<file path="src/rtl/sub_pkg.sv">
// Shared definitions for the bit-serial subtractor: FSM state encoding
// and the default operand width.
package sub_pkg;

    localparam int unsigned DEFAULT_WIDTH = 8;

    typedef enum logic [1:0] {
        S_IDLE = 2'd0,
        S_RUN  = 2'd1,
        S_DONE = 2'd2
    } state_t;

endpackage

</file>
<file path="src/rtl/fsub_cell.sv">
// Combinational 1-bit full subtractor: d = x - y - bin, bout set when the
// column has to borrow from the next bit.
module fsub_cell (
    input  logic x,
    input  logic y,
    input  logic bin,
    output logic d,
    output logic bout
);

    always_comb begin
        d    = x ^ y ^ bin;
        bout = (~x & y) | (~(x ^ y) & bin);
    end

endmodule

</file>
<file path="src/rtl/serial_sub.sv">
// Bit-serial WIDTH-bit subtractor: diff = a - b - borrow_in, LSB first,
// one bit per clock through a single fsub_cell with a registered borrow.
module serial_sub
    import sub_pkg::*;
#(
    parameter int unsigned WIDTH = DEFAULT_WIDTH
) (
    input  logic             clk,
    input  logic             rst_n,
    input  logic             start,
    input  logic [WIDTH-1:0] a,
    input  logic [WIDTH-1:0] b,
    input  logic             borrow_in,
    output logic             busy,
    output logic             done,
    output logic [WIDTH-1:0] diff,
    output logic             borrow_out
);

    localparam int unsigned    CW   = (WIDTH > 1) ? $clog2(WIDTH) : 1;
    localparam logic [CW-1:0]  LAST = CW'(WIDTH - 1);

    state_t           state;
    state_t           state_next;
    logic [WIDTH-1:0] a_sr;
    logic [WIDTH-1:0] b_sr;
    logic [WIDTH-1:0] res_sr;
    logic [WIDTH-1:0] res_next;
    logic             brw;
    logic [CW-1:0]    cnt;
    logic             cell_d;
    logic             cell_bout;
    logic             last_bit;

    fsub_cell u_cell (
        .x    (a_sr[0]),
        .y    (b_sr[0]),
        .bin  (brw),
        .d    (cell_d),
        .bout (cell_bout)
    );

    always_comb begin
        last_bit = (state == S_RUN) && (cnt == LAST);
        res_next = {cell_d, res_sr[WIDTH-1:1]};
    end

    always_comb begin
        state_next = state;
        case (state)
            S_IDLE:  if (start) state_next = S_RUN;
            S_RUN:   if (last_bit) state_next = S_DONE;
            S_DONE:  state_next = S_IDLE;
            default: state_next = S_IDLE;
        endcase
    end

    // busy/done are decoded from the next state so they leave a flop directly.
    always_ff @(posedge clk or negedge rst_n) begin
        if (!rst_n) begin
            state      <= S_IDLE;
            a_sr       <= '0;
            b_sr       <= '0;
            res_sr     <= '0;
            brw        <= 1'b0;
            cnt        <= '0;
            busy       <= 1'b0;
            done       <= 1'b0;
            diff       <= '0;
            borrow_out <= 1'b0;
        end else begin
            state <= state_next;
            busy  <= (state_next != S_IDLE);
            done  <= (state_next == S_DONE);
            case (state)
                S_IDLE: begin
                    if (start) begin
                        a_sr <= a;
                        b_sr <= b;
                        brw  <= borrow_in;
                        cnt  <= '0;
                    end
                end
                S_RUN: begin
                    a_sr   <= a_sr >> 1;
                    b_sr   <= b_sr >> 1;
                    brw    <= cell_bout;
                    res_sr <= res_next;
                    cnt    <= last_bit ? '0 : cnt + CW'(1);
                    if (last_bit) begin
                        diff       <= res_next;
                        borrow_out <= cell_bout;
                    end
                end
                default: ;
            endcase
        end
    end

endmodule

</file>
<file path="config.mk">
export PLATFORM = sky130hd
export DESIGN_NAME = serial_sub
export DESIGN_NICKNAME = d
export VERILOG_FILES = /design/src/rtl/sub_pkg.sv /design/src/rtl/fsub_cell.sv /design/src/rtl/serial_sub.sv
export SDC_FILE = /design/constraint.sdc
export NUM_CORES = 1
export LEC_CHECK = 0
export BUFFER_PORTS_ARGS = -buffer_cell sky130_fd_sc_hd__buf_2
export CAP_MARGIN = 20
export CORE_MARGIN = 2
export CORE_UTILIZATION = 57
export CTS_BUF_LIST = sky130_fd_sc_hd__clkbuf_8
export DETAILED_ROUTE_END_ITERATION = 10
export HOLD_SLACK_MARGIN = 0.06
export PLACE_DENSITY = 0.82
export SYNTH_ARGS = -nofsm -noshare
export SYNTH_HDL_FRONTEND = slang
export SYNTH_HIERARCHICAL = 1
export SYNTH_SLANG_ARGS = --single-unit
</file>
<file path="constraint.sdc">
create_clock -name clk -period 1.95 [get_ports clk]
set_input_delay 0.195 -clock clk [delete_from_list [all_inputs] [get_ports clk]]
set_output_delay 0.195 -clock clk [all_outputs]
set_load 0.02 [all_outputs]
</file>
==> run summary, run 1 <==
Run status: complete, no violations
Leak: 1.01 nW
Yosys top cell area share: 55.1%
Final Hold Fails: 0
Critical Path Sink Type: flop
Core area: 0.00305 mm²
Fin area: 0.00206 mm²
Number of I/O pins: 31
Final TNS setup: 0 ps
Yosys reg bits: 40
H-Tree Level Count: 2
Final min period: 1660 ps
Maximum fanout along the worst path: 16
Asr flop ratio synth: 100%
Top cells by area, synth: dfrtp_1 55%, mux2_2 11%, inv_1 5.0%
CTS buffer count: 5
Sink Count: 40
DRC: 0
Placed cell areas: 0.00195 mm²
Vias in the first global route: 1209
Max_cap viols: 0
Initial antenna violation count: 0
Cell with the most instances after synthesis: dfrtp_1
Least-Margin Pin Slew: 863 ps
Arr. time, crit path: 1780 ps
Clock Skew: 5.88 ps
Global route total overflow: 0
Gr usage total: 21.9%
Critical Path Source Type: flop
Worst skew pair latency: 290 ps
Gpl congestion: 0.772
Synth Area in Adders: 2.48%
Final Max Slew Viols: 0
Synth Net Count: 169
DP HPWL: 2340 µm
PD cells: 1610 mW/mm²
Crit path kind: flop to flop
Mapped Area: 0.00182 mm²
Area growth syn-to-layout: 13.2%
First-pass GRT wire length: 5810 µm
Syn Inst Count: 146
Largest family of logic cells by synthesized area: simple AND/OR/NAND/NOR gates
Yosys warnings: 6
Via Count: 1211
Initial drt markers: 147
Final Cycle Share: 85.1%
Nets: 198
Sequential area share after synthesis: 55.1%
Fin worst setup slack: 290 ps
Effective utilization at floorplan: 59.5%
Row cnt: 20
Vias per std cell: 5.50
RSZ-0062 raised after global routing: no
TritonCTS clock tree: yes
Wire length per cell: 15.4 µm
Synth Area in Compound Gates: 10.1%
DRT Pass-1 Iters: 6
Simple-gate share of the synthesized area: 11.7%
Post-route ant nets: 0
Top FF cell, synth: dfrtp_1
Worst-path clk slew: 70 ps
Share of cells above drive strength 1: 33.5%
DIE AREA: 0.00365 mm²
Fillers: 234
Maximum vdd drop: 0.888 mV
Worst Hold Class: input pin to flop
# diodes: 0
Post-synth top cells: 40 x dfrtp_1, 24 x inv_1, 17 x mux2_2
Final setup vio count: 0
Critical Path RT: 2070 ps
Cell taking the most area after synthesis: dfrtp_1
Post-synthesis xor/xnor area fraction: 0%
Fmax achieved: 603 MHz
DIE HEIGHT: 60.5 µm
Clk root buf: clkbuf_8
Multiplexer share of the synthesized area: 10.5%
Largest net degree at the start of global routing: 41
Setup WS pre-CTS: 344 ps
Wirelength, routed: 3380 µm
Clk buf depth: 2
Avg Synthesized Cell Area: 12.4 µm²
IO Port Bufs: 30
Synth unique cells: 25
Post-synth EDFFs: 0
Postcts setup bufs: 0
Width of the die: 60.5 µm
Worst relative slew slack: 42.5%
## state kept, by name, summed over array words and instances (netlist names)
signal      cells
a_sr            8
b_sr            8
borrow_out      1
brw             1
busy            1
cnt             3
diff            8
done            1
res_sr          7
state           2
## area by class of cell
type,count,area (µm²),share of cell area [%]
clock inverters,2,11.3,0.548
flip-flops and latches,40,1000,48.7
clock buffers,6,82.6,4.02
inverters,24,90.1,4.38
well taps,44,55.1,2.68
multi-input cells,70,633,30.8
repair buffers,34,183,8.89
## cells in the final DEF (no fill, tap or decap), drive strengths merged, types with 2 or more instances in the layout
cell	count
nor2b	3
a222oi	8
nor4b	7
inv	25
dfrtp	40
nor3b	8
a22o	2
buf	33
mux2	17
nor2	8
clkbuf	6
a211oi	7
ha	2
## per-layer routing
layer  global-route usage (%)  vias to the layer above  part of all wire [%]
li1                         -                      563                     -
met1                     30.6                      600                    45
met2                     32.6                       40                    48
met3                     4.48                        8                   4.8
met4                     11.5                        0                   2.1
met5                        0                        -                     0
## logic make-up (layout without fill, tap and decap cells)
kind of cell,Yosys count,after routing
AND/OR/NAND/NOR,29,29
AO/OA/AOI/OAI,21,21
flip-flops,40,40
multiplexers,17,17
buffers and inverters,36,66
adder cells (fa/ha/maj),3,3
## path summary, 6_finish.rpt
kind	startpoint	to	slack, ps	depth (start not counted)
hold reg to reg	diff[5]$_DFFE_PN0P_	diff[5]$_DFFE_PN0P_	500	1
setup reg to reg	state[1]$_DFF_PN0_	brw$_DFFE_PN0P_	290	3
setup / recovery	state[1]$_DFF_PN0_	brw$_DFFE_PN0P_	290	3
max in group asynchronous	rst_n	b_sr[5]$_DFFE_PN0P_	860	2
hold / removal	b[7]	b_sr[7]$_DFFE_PN0P_	170	2
min in group asynchronous	rst_n	b_sr[7]$_DFFE_PN0P_	560	2
## timing repair
action,in CTS,in global routing
resized for setup,0,0
hold buffers,1,0
endpoints found under the hold margin,40,0
## where the power goes
part	internal [mW]	switching [mW]
Sequential	1.22	0.234
Clock	0.282	0.278
Combinational	0.633	0.669
## critical path, cell delays in order, from the launching register on
cell and delay [ps]:
dfrtp_1 670, o21bai_1 420, buf_4 300, a222oi_1 90
## through the flow
step | hold slack (ps) | std cells | power, mW | utilization, %
6_report | 172 | 220 | 3.32 | 67.3
5_1_grt | 196 | 220 | 3.56 | 67.3
4_1_cts | 168 | 220 | 3.33 | 67.3
3_5_place_dp | 362 | 211 | 2.78 | 63.9
3_3_place_gp | 333 | 211 | 2.65 | 63.9
2_1_floorplan | -101 | 146 | 2.46 | -
(Power assumes the default switching activity.)
==> run 2: changes to the inputs <==
--- a/config.mk
+++ b/config.mk
@@ -13,6 +13,7 @@
 export DETAILED_ROUTE_END_ITERATION = 10
 export HOLD_SLACK_MARGIN = 0.06
 export PLACE_DENSITY = 0.82
+export RECOVER_POWER = 100
 export SYNTH_ARGS = -nofsm -noshare
 export SYNTH_HDL_FRONTEND = slang
 export SYNTH_HIERARCHICAL = 1
==> run 2 against run 1 <==
- hold slack about the same
- flip-flop and latch count unchanged
- largest cell class unchanged
- cell area decreased by 1.6%
- highest routed layer unchanged
- cell count unchanged
==> run summary, run 2 (same netlist as run 1, synthesis figures left out) <==
CP max stage cell: mux2_2 (was dfrtp_1)
Top Family by Delay on Critical Path: adder cells (was flip-flops)
Post-route insts no fill: 220 (unchanged)
Core area: 0.00305 mm² (unchanged)
Most frequent cells in the layout: 40 x dfrtp_1, 25 x inv_1, 18 x buf_2 (was 40 x dfrtp_1, 30 x buf_2, 25 x inv_1)
Clock Skew: 6.59 ps (was 5.88 ps)
DIE HEIGHT: 60.5 µm (unchanged)
Share of cells above drive strength 1: 26.7% (was 33.5%)
Wire length per cell: 15.3 µm (was 15.4 µm)
# diodes: 0 (unchanged)
Initial drt markers: 135 (was 147)
PD cells: 1620 mW/mm² (was 1610 mW/mm²)
DRC: 0 (unchanged)
Clk root buf: clkbuf_8 (unchanged)
Largest net degree at the start of global routing: 41 (unchanged)
Vias per std cell: 5.46 (was 5.50)
Final setup vio count: 0 (unchanged)
Critical Path Sink Type: flop (unchanged)
Placed Cells: 211 (unchanged)
Maximum vdd drop: 0.890 mV (was 0.888 mV)
Final Hold Fails: 0 (unchanged)
Post-route ant nets: 0 (unchanged)
Run status: complete, no violations (unchanged)
Fmax achieved: 576 MHz (was 603 MHz)
Final min period: 1730 ps (was 1660 ps)
Critical Path Source Type: flop (unchanged)
Wirelength, routed: 3370 µm (was 3380 µm)
Placed cell areas: 0.00195 mm² (unchanged)
Maximum fanout along the worst path: 11 (was 16)
Vias in the first global route: 1209 (unchanged)
Most common cell after layout, fill and taps aside: dfrtp_1 (unchanged)
Number of I/O pins: 31 (unchanged)
CP max stage delay: 410 ps (was 670 ps)
Largest regs: a_sr (8), b_sr (8), diff (8) (unchanged)
Crit path buf inv count: 0 (was 1)
Post-CTS Resized: 0 (unchanged)
Setup WS pre-CTS: 344 ps (unchanged)
Final TNS setup: 0 ps (unchanged)
CTS buffer count: 5 (unchanged)
H-Tree Level Count: 2 (unchanged)
DIE AREA: 0.00365 mm² (unchanged)
TritonCTS clock tree: yes (unchanged)
Postcts setup bufs: 0 (unchanged)
Global route total overflow: 0 (unchanged)
Worst skew pair latency: 290 ps (about the same)
DRT Pass-1 Iters: 5 (was 6)
Max_cap viols: 0 (unchanged)
Nets: 198 (unchanged)
Fin worst setup slack: 215 ps (was 290 ps)
Sink Count: 40 (unchanged)
DP HPWL: 2340 µm (unchanged)
Critical Path RT: 2130 ps (was 2070 ps)
Initial antenna violation count: 0 (unchanged)
Worst path cell trace: ha_1 > ha_1 > nand3b_1 > mux2_2 (was o21bai_1 > buf_4 > a222oi_1)
Worst-path clk slew: 70 ps (about the same)
Gr usage total: 21.9% (unchanged)
Arr. time, crit path: 1910 ps (was 1780 ps)
Area growth syn-to-layout: 11.3% (was 13.2%)
Leak: 0.959 nW (was 1.01 nW)
Finished Core Util: 66.2% (was 67.3%)
Crit path kind: flop to flop (unchanged)
RSZ-0062 raised after global routing: no (unchanged)
Fin area: 0.00202 mm² (was 0.00206 mm²)
Effective utilization at floorplan: 59.5% (unchanged)
Row cnt: 20 (unchanged)
Least-Margin Pin Slew: 959 ps (was 863 ps)
Worst Hold Class: input pin to flop (unchanged)
Via Count: 1202 (was 1211)
Final Cycle Share: 89.0% (was 85.1%)
First-pass GRT wire length: 5810 µm (unchanged)
Worst relative slew slack: 36.1% (was 42.5%)
Cell mode on critical path: ha_1
Clk buf depth: 2 (unchanged)
Final Max Slew Viols: 0 (unchanged)
IO Port Bufs: 30 (unchanged)
Gpl congestion: 0.772 (unchanged)
Width of the die: 60.5 µm (unchanged)
-- run 2: cell count changes in the layout (fill, tap and decap cells not counted), sizes merged --
| cell | previous run | this run |
|---|---|---|
| buf | 33 | 20 |
| clkbuf | 6 | 19 |
-- run 2: worst reg2reg max path: cells and delay by family, from the launching register on --
family                   cells  cell delay, ps
flip-flops                   1             390
multiplexers                 1             410
AND/OR/NAND/NOR              1             400
adder cells (fa/ha/maj)      2             420
-- run 2: area by class of cell --
| type | count | area, µm² |
|---|---|---|
| clock buffers | 6 | 82.6 |
| repair buffers | 34 | 166 |
| well taps | 44 | 55.1 |
| multi-input cells | 70 | 616 |
| clock inverters | 2 | 11.3 |
| inverters | 24 | 90.1 |
| fillers | 239 | 1030 |
| flip-flops and latches | 40 | 1000 |
-- run 2: timing repair --
action	CTS	global route
hold buffers	1	0
hold endpoints to repair	40	0
endpoints found under the setup margin	0	0
-- run 2: metrics by stage --
stage	hold WS (ps)	total power [mW]
3_5_place_dp	362	2.78
6_report	171	3.27
3_3_place_gp	333	2.65
5_1_grt	196	3.51
4_1_cts	168	3.33
2_1_floorplan	-101	2.46
-- run 2: path summary, 6_finish.rpt --
check / from / endpoint / slack (ps) / cells past startpoint
max: cnt[0]$_DFFE_PN0P_ / diff[3]$_DFFE_PN0P_ / 220 / 4
min: b[7] / b_sr[7]$_DFFE_PN0P_ / 170 / 2
max reg2reg: cnt[0]$_DFFE_PN0P_ / diff[3]$_DFFE_PN0P_ / 220 / 4
min reg2reg: res_sr[1]$_DFFE_PN0P_ / res_sr[1]$_DFFE_PN0P_ / 500 / 1
max in group asynchronous: rst_n / a_sr[6]$_DFFE_PN0P_ / 770 / 2
min in group asynchronous: rst_n / state[0]$_DFF_PN0_ / 590 / 2
-- run 2: power by group --
group / leakage [nW] / total, mW / switching [mW] / internal (mW)
clock network: 0.0486 / 0.560 / 0.278 / 0.282
logic: 0.434 / 1.26 / 0.667 / 0.592
registers: 0.476 / 1.45 / 0.232 / 1.22
-- run 2: per-layer routing --
metal,GRT usage (%),part of all wire [%],vias up
met5,0,0,-
met1,30.6,45,589
met4,11.5,2.3,0
met2,32.6,48,40
li1,-,-,564
met3,4.48,5.1,9
